## src/rtl/result_serializer.sv

```systemverilog
// result_serializer: snapshots a flat multi-element result on load and streams it byte by byte to a UART transmitter.
// Latency: busy rises 1 cycle after load; first tx_start follows 1 cycle after the transmitter is seen idle.
// Backpressure: waits in SEND while i_tx_busy is high; each byte waits for a busy rise then fall before advancing.
//
// Ports:
//   i_clk       system clock (same domain as the transmitter)
//   i_rst       asynchronous active-high reset
//   i_load      one-cycle request to capture i_result and start a frame (ignored while a frame is in progress)
//   i_result    flat product, element k at [k*ELEM_W +: ELEM_W]
//   i_tx_busy   transmitter busy flag
//   o_tx_data   byte presented to the transmitter, stable from tx_start until that byte completes
//   o_tx_start  one-cycle transmit request
//   o_busy      frame in progress
//   o_done      one-cycle pulse after the last byte completes
module result_serializer #(
    parameter int         NUM_ELEMS = 9,
    parameter int         ELEM_W    = 16,
    parameter bit         HDR_EN    = 1'b1,
    parameter logic [7:0] HDR_BYTE  = 8'hA5
) (
    input  logic                        i_clk,
    input  logic                        i_rst,
    input  logic                        i_load,
    input  logic [NUM_ELEMS*ELEM_W-1:0] i_result,
    input  logic                        i_tx_busy,
    output logic [7:0]                  o_tx_data,
    output logic                        o_tx_start,
    output logic                        o_busy,
    output logic                        o_done
);

    localparam int PAY_BYTES = NUM_ELEMS * ELEM_W / 8;
    localparam int HDR_N     = HDR_EN ? 1 : 0;
    localparam int FRAME_N   = PAY_BYTES + HDR_N;
    localparam int IDX_W     = (FRAME_N > 1) ? $clog2(FRAME_N) : 1;

    localparam logic [IDX_W-1:0] LAST_IDX = IDX_W'(FRAME_N - 1);
    localparam logic [IDX_W-1:0] HDR_OFS  = IDX_W'(HDR_N);

    typedef enum logic [2:0] {
        S_IDLE,
        S_SEND,
        S_WAIT_ACK,
        S_WAIT_IDLE,
        S_DONE
    } state_t;

    state_t           r_state;
    logic [IDX_W-1:0] r_idx;
    logic [7:0]       r_shadow [PAY_BYTES];
    logic [7:0]       r_tx_data;
    logic             r_tx_start;
    logic             r_busy;
    logic             r_done;

    state_t           w_state_nxt;
    logic [IDX_W-1:0] w_idx_nxt;
    logic [IDX_W-1:0] w_pay_idx;
    logic             w_capture;
    logic [7:0]       w_cur_byte;
    logic [7:0]       w_tx_data_nxt;
    logic             w_tx_start_nxt;
    logic             w_busy_nxt;
    logic             w_done_nxt;

    // Byte index 0 is the header when enabled; payload bytes follow in shadow order.
    always_comb begin
        w_pay_idx  = (r_idx >= HDR_OFS) ? (r_idx - HDR_OFS) : '0;
        w_cur_byte = r_shadow[w_pay_idx];
        if (HDR_EN && (r_idx == '0)) begin
            w_cur_byte = HDR_BYTE;
        end
    end

    // Next-state and next-output logic. Outputs are derived from the next
    // state so that the registered values line up with the state they describe.
    always_comb begin
        w_state_nxt    = r_state;
        w_idx_nxt      = r_idx;
        w_capture      = 1'b0;
        w_tx_data_nxt  = r_tx_data;
        w_tx_start_nxt = 1'b0;

        case (r_state)
            S_IDLE: begin
                if (i_load) begin
                    w_capture   = 1'b1;
                    w_idx_nxt   = '0;
                    w_state_nxt = S_SEND;
                end
            end
            S_SEND: begin
                if (!i_tx_busy) begin
                    w_tx_data_nxt  = w_cur_byte;
                    w_tx_start_nxt = 1'b1;
                    w_state_nxt    = S_WAIT_ACK;
                end
            end
            S_WAIT_ACK: begin
                if (i_tx_busy) begin
                    w_state_nxt = S_WAIT_IDLE;
                end
            end
            S_WAIT_IDLE: begin
                if (!i_tx_busy) begin
                    if (r_idx == LAST_IDX) begin
                        w_state_nxt = S_DONE;
                    end else begin
                        w_idx_nxt   = r_idx + 1'b1;
                        w_state_nxt = S_SEND;
                    end
                end
            end
            S_DONE: begin
                w_state_nxt = S_IDLE;
            end
            default: begin
                w_state_nxt = S_IDLE;
            end
        endcase

        w_busy_nxt = (w_state_nxt == S_SEND) || (w_state_nxt == S_WAIT_ACK) ||
                     (w_state_nxt == S_WAIT_IDLE);
        w_done_nxt = (w_state_nxt == S_DONE);
    end

    always_ff @(posedge i_clk or posedge i_rst) begin
        if (i_rst) begin
            r_state    <= S_IDLE;
            r_idx      <= '0;
            r_tx_data  <= '0;
            r_tx_start <= 1'b0;
            r_busy     <= 1'b0;
            r_done     <= 1'b0;
            for (int b = 0; b < PAY_BYTES; b++) begin
                r_shadow[b] <= '0;
            end
        end else begin
            r_state    <= w_state_nxt;
            r_idx      <= w_idx_nxt;
            r_tx_data  <= w_tx_data_nxt;
            r_tx_start <= w_tx_start_nxt;
            r_busy     <= w_busy_nxt;
            r_done     <= w_done_nxt;
            if (w_capture) begin
                for (int b = 0; b < PAY_BYTES; b++) begin
                    r_shadow[b] <= i_result[b*8 +: 8];
                end
            end
        end
    end

    assign o_tx_data  = r_tx_data;
    assign o_tx_start = r_tx_start;
    assign o_busy     = r_busy;
    assign o_done     = r_done;

endmodule

```

## config.mk

```make
export PLATFORM = sky130hd
export DESIGN_NAME = result_serializer
export DESIGN_NICKNAME = d
export VERILOG_FILES = /design/src/rtl/result_serializer.sv
export SDC_FILE = /design/constraint.sdc
export NUM_CORES = 1
export LEC_CHECK = 0
export ABC_AREA = 1
export ABC_CLOCK_PERIOD_IN_PS = 5780
export BUFFER_PORTS_ARGS = -buffer_cell sky130_fd_sc_hd__buf_2
export CORE_MARGIN = 1
export CORE_UTILIZATION = 35
export CTS_CLUSTER_DIAMETER = 80
export DETAILED_ROUTE_END_ITERATION = 10
export MAX_ROUTING_LAYER = met4
export PLACE_DENSITY = 0.6
export SLEW_MARGIN = 20
export SYNTH_ARGS = -nofsm -noshare
export SYNTH_HDL_FRONTEND = slang
export SYNTH_SLANG_ARGS = --single-unit
```

## constraint.sdc

```tcl
create_clock -name i_clk -period 5.78 [get_ports i_clk]
set_clock_uncertainty 0.2 [all_clocks]
set_input_delay 0.289 -clock i_clk [delete_from_list [all_inputs] [get_ports i_clk]]
set_output_delay 0.289 -clock i_clk [all_outputs]
set_load 0.02 [all_outputs]
```

==> metrics.csv, run 1 <==
stage,metric,value,unit
routing,router iterations before antenna repair,7,
run,maxcap violations,0,
sta,normalized max-slew margin,0.353,
routing,total wire length,24.3,mm
clocking,post_cts resized,0,
placement,port buffer count,158,
power,Peak VDD IR,268,uV
die,die footprint,23400,um2
global_route,largest net degree at the start of global routing,104,
clocking,clk_lat worst skew,0.43,ns
worst_setup_path,Worst Path Arrival,3.70,ns
finish,NumNets Final,1470,
placement,placer congestion estimate,0.870,
worst_setup_path,Crit path required time,5.90,ns
clocking,CTS max path bufs,2,
die,initial core utilization,0.361,
sta,final setup violation count,0,
worst_hold_path,HP Start,r_shadow[14],
die,Std-Cell Rows,54,
worst_setup_path,critical path type,reg -> reg,
clocking,Root Driver,clkbuf_16,
synth,syn_area_per_cell,7.60,um2
synth,Synth area leader,dfrtp_1,
routing,DRC violations left,0,
worst_setup_path,RR Startpoint,r_idx[0],
outcome,run status,finished clean,
worst_setup_path,CP max FO,69,
sta,max-slew violations,0,
global_route,Tot GR Track Use,0.224,
routing,DRT antenna net count,0,
clocking,CTS buffer count,17,
worst_setup_path,Critical Path Sink,o_tx_data[1],
global_route,first-pass GRT wire length,39.5,mm
die,die height,153,um
finish,fill cell count,2128,
worst_setup_path,Worst path top cell family by delay,simple AND/OR/NAND/NOR gates,
finish,Sequential Area,4080,um2
worst_setup_path,CP startpoint kind,register,
power,power per cell area,559,nW/um2
routing,Via density,4.74,
worst_setup_path,crit-path cells,ha_1 > nor2_1 > nand3_4 > nand2_4 > inv_1 > nand2_1 > nand3_1 > nand3_1 > nand3_1 > nand2_1 > nand2_1 > nand2_1 > nand2_1,
sta,Final Hold Fails,0,
worst_setup_path,Worst Path Buf+Inv,1,
synth,"Seq/Total Area, Yosys",0.511,
synth,Synth Cell Area,7980,um2
clocking,"CTS clk-pin slew, worst paths",0.06,ns
synth,Post-Syn Nets,1203,
worst_setup_path,critical path's largest stage delay,0.63,ns
global_route,grt met3 use,0.0320,
synth,count of cell types in the netlist,33,
synth,Yosys warnings,0,
routing,Wirelength per Cell,15.1,um
clocking,Sink Count,163,
clocking,CTS tree,yes,
die,core box area,22100,um2
worst_setup_path,CP dominant cell by count,nand2_1,
worst_setup_path,flop2flop setup slack,2.20,ns
synth,"EDFF count, synth",0,
clocking,setup repair bufs after CTS,0,
synth,async set-reset flop share out of synthesis,1.00,
global_route,routing usage on met1,0.293,
finish,# diodes,0,
placement,dpl cell area,8840,um2
routing,DRT iter0 DRCs,640,
die,die outline width,153,um
sta,final setup TNS,0,ns
worst_hold_path,Worst Hold Class,reg -> reg,
clocking,# H-tree levels,4,
sta,RSZ-0062 raised after global routing,no,
worst_setup_path,worst reg2reg path endpoint,o_tx_data[1],
worst_setup_path,Worst R2R Path Depth,13,
worst_setup_path,Worst path slowest cell,nand2_4,
global_route,Overflow after GRT,0,
synth,Synth Register Bits,163,
die,Ports,159,
finish,area growth from synthesis to layout,37.0,%
worst_setup_path,Crit. Startpoint,r_idx[0],
finish,share of cells above drive strength 1,0.163,
finish,Multi-input gate area,3340,um2
global_route,GRT met2 Usage,0.348,
synth,Synth Instances,1050,
finish,design area,10900,um2
routing,Vias,7623,
sta,fin crit share,0.619,
global_route,initial antenna violation count,0,
power,Leak,5.72,nW
synth,largest cells by area after synthesis,"dfrtp_1 (51%), nand2_1 (24%), nand3_1 (6.5%), o21ai_0 (3.5%), inv_1 (2.9%)",
sta,Fmax,279,MHz
synth,Yosys top cell area share,0.511,
placement,hpwl dp,16.1,mm
worst_setup_path,Crit. End Element,register,
sta,Least-Margin Pin Slew,0.971,ns
global_route,vias in the first global route,7594,
sta,min Tclk post-route,3.58,ns
synth,Most used DFF post-synth,dfrtp_1,
global_route,peak-usage layer in the global routing report,met2,
worst_setup_path,Stages on worst setup path,13,
[Yosys cell counts, types with 3 or more instances]
cell and number:
nand3_1 103, dfrtp_1 163, ha_1 5, o21ai_0 55, nor3_1 5, o2111ai_1 3, clkbuf_1 18, buf_6 6
nand3b_1 11, nand2_1 500, or2_2 3, a21oi_2 6, buf_1 3, inv_1 62, a31oi_1 3, buf_2 27
a21oi_1 5, nor2_1 49, buf_4 3
[repair_timing]
action | CTS | global route
hold endpoints to repair | 248 | 0
hold buffers | 146 | 0
setup endpoints to repair | 0 | 0
[final cells by class]
type                    count  share of cell area
repair buffers            307               0.209
well taps                 280              0.0321
multi-input cells         765               0.306
clock inverters            13              0.0169
inverters                  63              0.0223
clock buffers              18              0.0402
flip-flops and latches    163               0.373
[cells by family after synthesis]
kind of cell / count (synthesis) / share of synthesized area
AO/OA/AOI/OAI: 77 / 0.0541
XOR/XNOR: 2 / 0.00220
adder cells (fa/ha/maj): 5 / 0.00784
buffers and inverters: 122 / 0.0714
flip-flops: 163 / 0.511
AND/OR/NAND/NOR: 681 / 0.353
[stage by stage]
step                worst slack [ns]  instances  utilization  hold WS [ns]  total power, mW
global route                    1.79       1609        0.495         0.297             6.62
floorplan                      0.886       1050            -         0.162             4.17
detailed placement              2.22       1432        0.400         0.268             4.83
finish                          2.20       1609        0.495         0.278             6.10
CTS                             2.19       1609        0.495         0.285             6.14
global placement                2.33       1432        0.400         0.265             4.79
[report_power, final]
part	internal (mW)	switching [mW]	total [mW]
clock	0.731	0.479	1.21
sequential	1.66	0.323	1.98
combinational	0.963	1.95	2.91
total	3.35	2.75	6.10
[registers in the layout, indices dropped and copies added, names as in the netlist]
register / count
o_done: 1
o_tx_start: 1
r_idx: 5
o_busy: 1
o_tx_data: 8
r_state: 3
r_shadow: 144
[how the worst min path moves through the flow]
| stage | endpoint | depth (start not counted) | slack (ns) |
|---|---|---|---|
| 6_report | r_shadow[14] | 2 | 0.28 |
| 5_1_grt | r_shadow[92] | 2 | 0.30 |
| 4_1_cts | r_shadow[14] | 2 | 0.28 |
| 3_5_place_dp | r_shadow[14] | 2 | 0.27 |
| 3_3_place_gp | r_shadow[14] | 2 | 0.27 |
| 2_1_floorplan | o_done | 1 | 0.16 |
[layer usage]
metal / part of all wire / vias up
li1: - / 3815
met1: 0.46 / 3524
met2: 0.47 / 230
met3: 0.043 / 54
met4: 0.030 / 0
met5: 0 / -
[worst reg2reg max path, cell delays in order, from the launching register on]
cell     delay [ns]
dfrtp_1        0.55
ha_1           0.29
nor2_1         0.20
nand3_4        0.34
nand2_4        0.64
inv_1          0.55
nand2_1        0.17
nand3_1        0.08
nand3_1        0.11
nand3_1        0.08
nand2_1        0.09
nand2_1        0.05
nand2_1        0.07
nand2_1        0.05
[cells in the final DEF, fill, tap and decap left out, types with 2 or more instances in the layout]
| cell | Yosys | final |
|---|---|---|
| nand2_1 | 500 | 500 |
| dfrtp_1 | 163 | 163 |
| buf_2 | 27 | 158 |
| dlygate4sd3_1 | 0 | 146 |
| nand3_1 | 103 | 102 |
| inv_1 | 62 | 59 |
| o21ai_0 | 55 | 55 |
| nor2_1 | 49 | 49 |
| clkbuf_16 | 0 | 17 |
| nand3b_1 | 11 | 11 |
| a21oi_2 | 6 | 6 |
| nor3_1 | 5 | 5 |
| a21oi_1 | 5 | 5 |
| ha_1 | 5 | 5 |
| clkinvlp_4 | 0 | 5 |
| bufinv_16 | 0 | 4 |
| a31oi_1 | 3 | 3 |
| or2_2 | 3 | 3 |
| o2111ai_1 | 3 | 3 |
| nor2_4 | 2 | 2 |
| nand3_4 | 1 | 2 |
| inv_2 | 1 | 2 |
| nand2_4 | 2 | 2 |
| xor2_1 | 2 | 2 |
| nand3_2 | 2 | 2 |
| o21ai_1 | 2 | 2 |
| o211ai_1 | 2 | 2 |
| clkinv_4 | 0 | 2 |
| clkinv_2 | 0 | 2 |
| buf_4 | 3 | 2 |
(Power assumes the default switching activity.)
==> run 2: changes to the inputs <==
Settings changed: ABC_AREA 1 to 0, ABC_CLOCK_PERIOD_IN_PS 5780 to 3400.
Clock period 5.78 ns to 3.4 ns, I/O delays scaled along.
==> metrics.csv, run 2 <==
stage,metric,value,unit,change
global_route,first-pass GRT wire length,34.3,mm,-13%
die,core box area,21900,um2,-0.92%
die,Std-Cell Rows,54,,unchanged
die,initial core utilization,0.357,,-0.00386
routing,Via density,5.02,,+5.9%
global_route,initial antenna violation count,0,,unchanged
routing,Vias,6037,,-21%
finish,area growth from synthesis to layout,41.3,%,
finish,max FFs per register,144,,unchanged
clocking,Root Driver,clkbuf_16,,
clocking,# H-tree levels,4,,unchanged
placement,port buffer count,158,,unchanged
sta,Fmax,326,MHz,+17%
clocking,setup repair bufs after CTS,0,,unchanged
run,maxcap violations,0,,unchanged
synth,Post-Syn Nets,760,,-37%
sta,normalized max-slew margin,0.455,,+0.102
synth,Post-synth top cells,"dfrtp_1 (163), mux2_2 (145), nand2_1 (38), o21ai_0 (33), mux2i_1 (26)",,
finish,"most common cell after layout, fill and taps aside",dfrtp_1,,
power,Leak,4.78,nW,-16%
sta,max-slew violations,0,,unchanged
synth,Synth Cell Area,7820,um2,-2.0%
synth,Most used DFF post-synth,dfrtp_1,,
clocking,post_cts resized,0,,unchanged
synth,async set-reset flop share out of synthesis,1.00,,unchanged
worst_setup_path,Worst Path Arrival,3.18,ns,-0.52 ns
synth,Synth Instances,607,,-42%
synth,Synth area leader,dfrtp_1,,
finish,share of cells above drive strength 1,0.413,,+0.250
routing,total wire length,21.8,mm,-10%
finish,# diodes,0,,unchanged
outcome,run status,finished clean,,
sta,min Tclk post-route,3.07,ns,-0.507 ns
synth,Synth Register Bits,163,,unchanged
finish,Sequential Area,4080,um2,about the same
clocking,Sink Count,163,,unchanged
placement,placer congestion estimate,0.900,,+3.5%
worst_hold_path,Worst Hold Class,in -> async,,
worst_setup_path,Crit path required time,3.51,ns,-2.39 ns
sta,Final Hold Fails,0,,unchanged
sta,final setup violation count,0,,unchanged
clocking,"CTS clk-pin slew, worst paths",0.07,ns,about the same
clocking,CTS buffer count,17,,unchanged
die,die height,151,um,-0.98%
routing,DRC violations left,0,,unchanged
synth,most frequent cell after synthesis,dfrtp_1,,
finish,NumNets Final,1063,,-28%
power,power per cell area,893,nW/um2,+60%
clocking,CTS max path bufs,2,,unchanged
sta,RSZ-0062 raised after global routing,no,,
global_route,vias in the first global route,6350,,-16%
worst_setup_path,Worst path slowest cell,ha_2,,
finish,Final Util,0.505,,+0.0101
synth,Yosys top cell area share,0.522,,+0.0103
finish,Top reg by flops,r_shadow,,
worst_setup_path,critical path type,reg -> reg,,
routing,DRT iter0 DRCs,293,,-54%
synth,largest cells by area after synthesis,"dfrtp_1 (52%), mux2_2 (21%), mux4_2 (3.5%), mux2i_1 (3.3%), o21ai_0 (2.1%)",,
clocking,clk_lat worst skew,0.43,ns,about the same
worst_setup_path,critical path's largest stage delay,0.63,ns,about the same
clocking,CTS tree,yes,,
die,Ports,159,,unchanged
synth,Yosys warnings,0,,unchanged
sta,fin crit share,0.903,,+0.284
finish,most frequent cells in the layout,"dfrtp_1 (162), buf_2 (158), dlygate4sd3_1 (147)",,
sta,Least-Margin Pin Slew,0.816,ns,-0.155 ns
synth,syn_area_per_cell,12.9,um2,+70%
global_route,Tot GR Track Use,0.205,,-0.0194
sta,final setup TNS,0,ns,unchanged
routing,Wirelength per Cell,18.2,um,+20%
die,die footprint,22900,um2,-1.9%
die,die outline width,151,um,-0.98%
worst_setup_path,Crit. End Element,register,,
power,Peak VDD IR,402,uV,+50%
routing,router iterations before antenna repair,4,,-3
finish,Multi-input gate area,3500,um2,+4.7%
finish,fill cell count,1975,,-7.2%
global_route,largest net degree at the start of global routing,85,,-18%
routing,DRT antenna net count,0,,unchanged
worst_setup_path,CP max FO,16,,-77%
synth,"Seq/Total Area, Yosys",0.522,,+0.0103
global_route,Overflow after GRT,0,,unchanged
worst_setup_path,CP startpoint kind,register,,
worst_setup_path,crit-path cells,inv_1 > ha_2 > buf_4 > mux2_2 > o22ai_1 > a21oi_1 > o21ai_0 > a31oi_1 > a221o_1,,
synth,count of cell types in the netlist,64,,+94%
synth,"EDFF count, synth",0,,unchanged
placement,hpwl dp,14.8,mm,-8.1%
run 2: changes by cell type in the layout (fill, tap and decap cells not counted), moves of 7 or more:
cell,previous run,this run
inv_1,59,8
a21oi_1,5,12
mux4_2,0,12
nand3b_1,11,1
buf_4,2,19
o21ai_0,55,33
nand3_1,102,0
nor2_1,49,20
mux2i_1,0,26
mux2_2,0,145
nand2_1,500,38
run 2: cell type report:
cell class,count,area share
clock buffers,21,0.0417
clock inverters,11,0.0139
inverters,9,0.00340
multi-input cells,392,0.317
flip-flops and latches,163,0.369
well taps,280,0.0317
repair buffers,327,0.223
run 2: metrics by stage:
stage / power [mW] / area (um2) / setup WS, ns / instances / hold slack [ns]
global route: 10.5 / 11000 / 0.244 / 1203 / 0.300
floorplan: 6.46 / 7820 / 0.290 / 607 / 0.0868
detailed placement: 7.74 / 8960 / 0.383 / 1024 / 0.178
global placement: 7.68 / 8960 / 0.421 / 1024 / 0.182
finish: 9.86 / 11000 / 0.329 / 1203 / 0.252
CTS: 9.93 / 11000 / 0.357 / 1203 / 0.271
run 2: where the power goes:
| part | total [mW] | switching [mW] | internal, mW |
|---|---|---|---|
| Clock | 2.00 | 0.800 | 1.20 |
| Sequential | 3.49 | 0.600 | 2.89 |
| Combinational | 4.37 | 2.17 | 2.20 |
run 2: path summary, 6_finish.rpt:
check | startpoint | endpoint | slack [ns] | cells after the start
max | r_idx[1] | o_tx_data[1] | 0.33 | 9
min | i_rst | r_shadow[48] | 0.25 | 3
max reg2reg | r_idx[1] | o_tx_data[1] | 0.33 | 9
min reg2reg | o_tx_data[0] | o_tx_data[0] | 0.30 | 1
max in group asynchronous | i_rst | r_state[0] | 1.74 | 4
min in group i_clk | i_result[19] | r_shadow[123] | 0.29 | 4
run 2: what timing repair did:
action                     4_1_cts  5_1_grt
setup endpoints to repair        0        0
hold endpoints to repair       181        0
hold buffers                   147        0
run 2: layer usage:
metal  up-vias  part of all wire  global-route usage
li1       2841                 -                   -
met1      3010              0.45               0.263
met2       153              0.49               0.325
met3        33             0.034              0.0338
met4         0             0.019              0.0770
met5         -                 0                   -
run 2: cell families after synthesis:
group	count (synthesis)	share of synthesized area
muxes	183	0.277
DFF	163	0.522
AOI/OAI and AO/OA	106	0.0915
and+or+nand+nor	89	0.0597
buffers and inverters	52	0.0323
xor gates and xnor gates	9	0.0101
adders and majority gates	5	0.00800
run 2: critical path, delay by kind of cell, from the launching register on:
kind | cells | cell delay (ns)
flip-flops | 1 | 0.51
adder cells (fa/ha/maj) | 1 | 0.63
buffers and inverters | 2 | 0.42
multiplexers | 1 | 0.35
AO/OA/AOI/OAI | 5 | 0.83
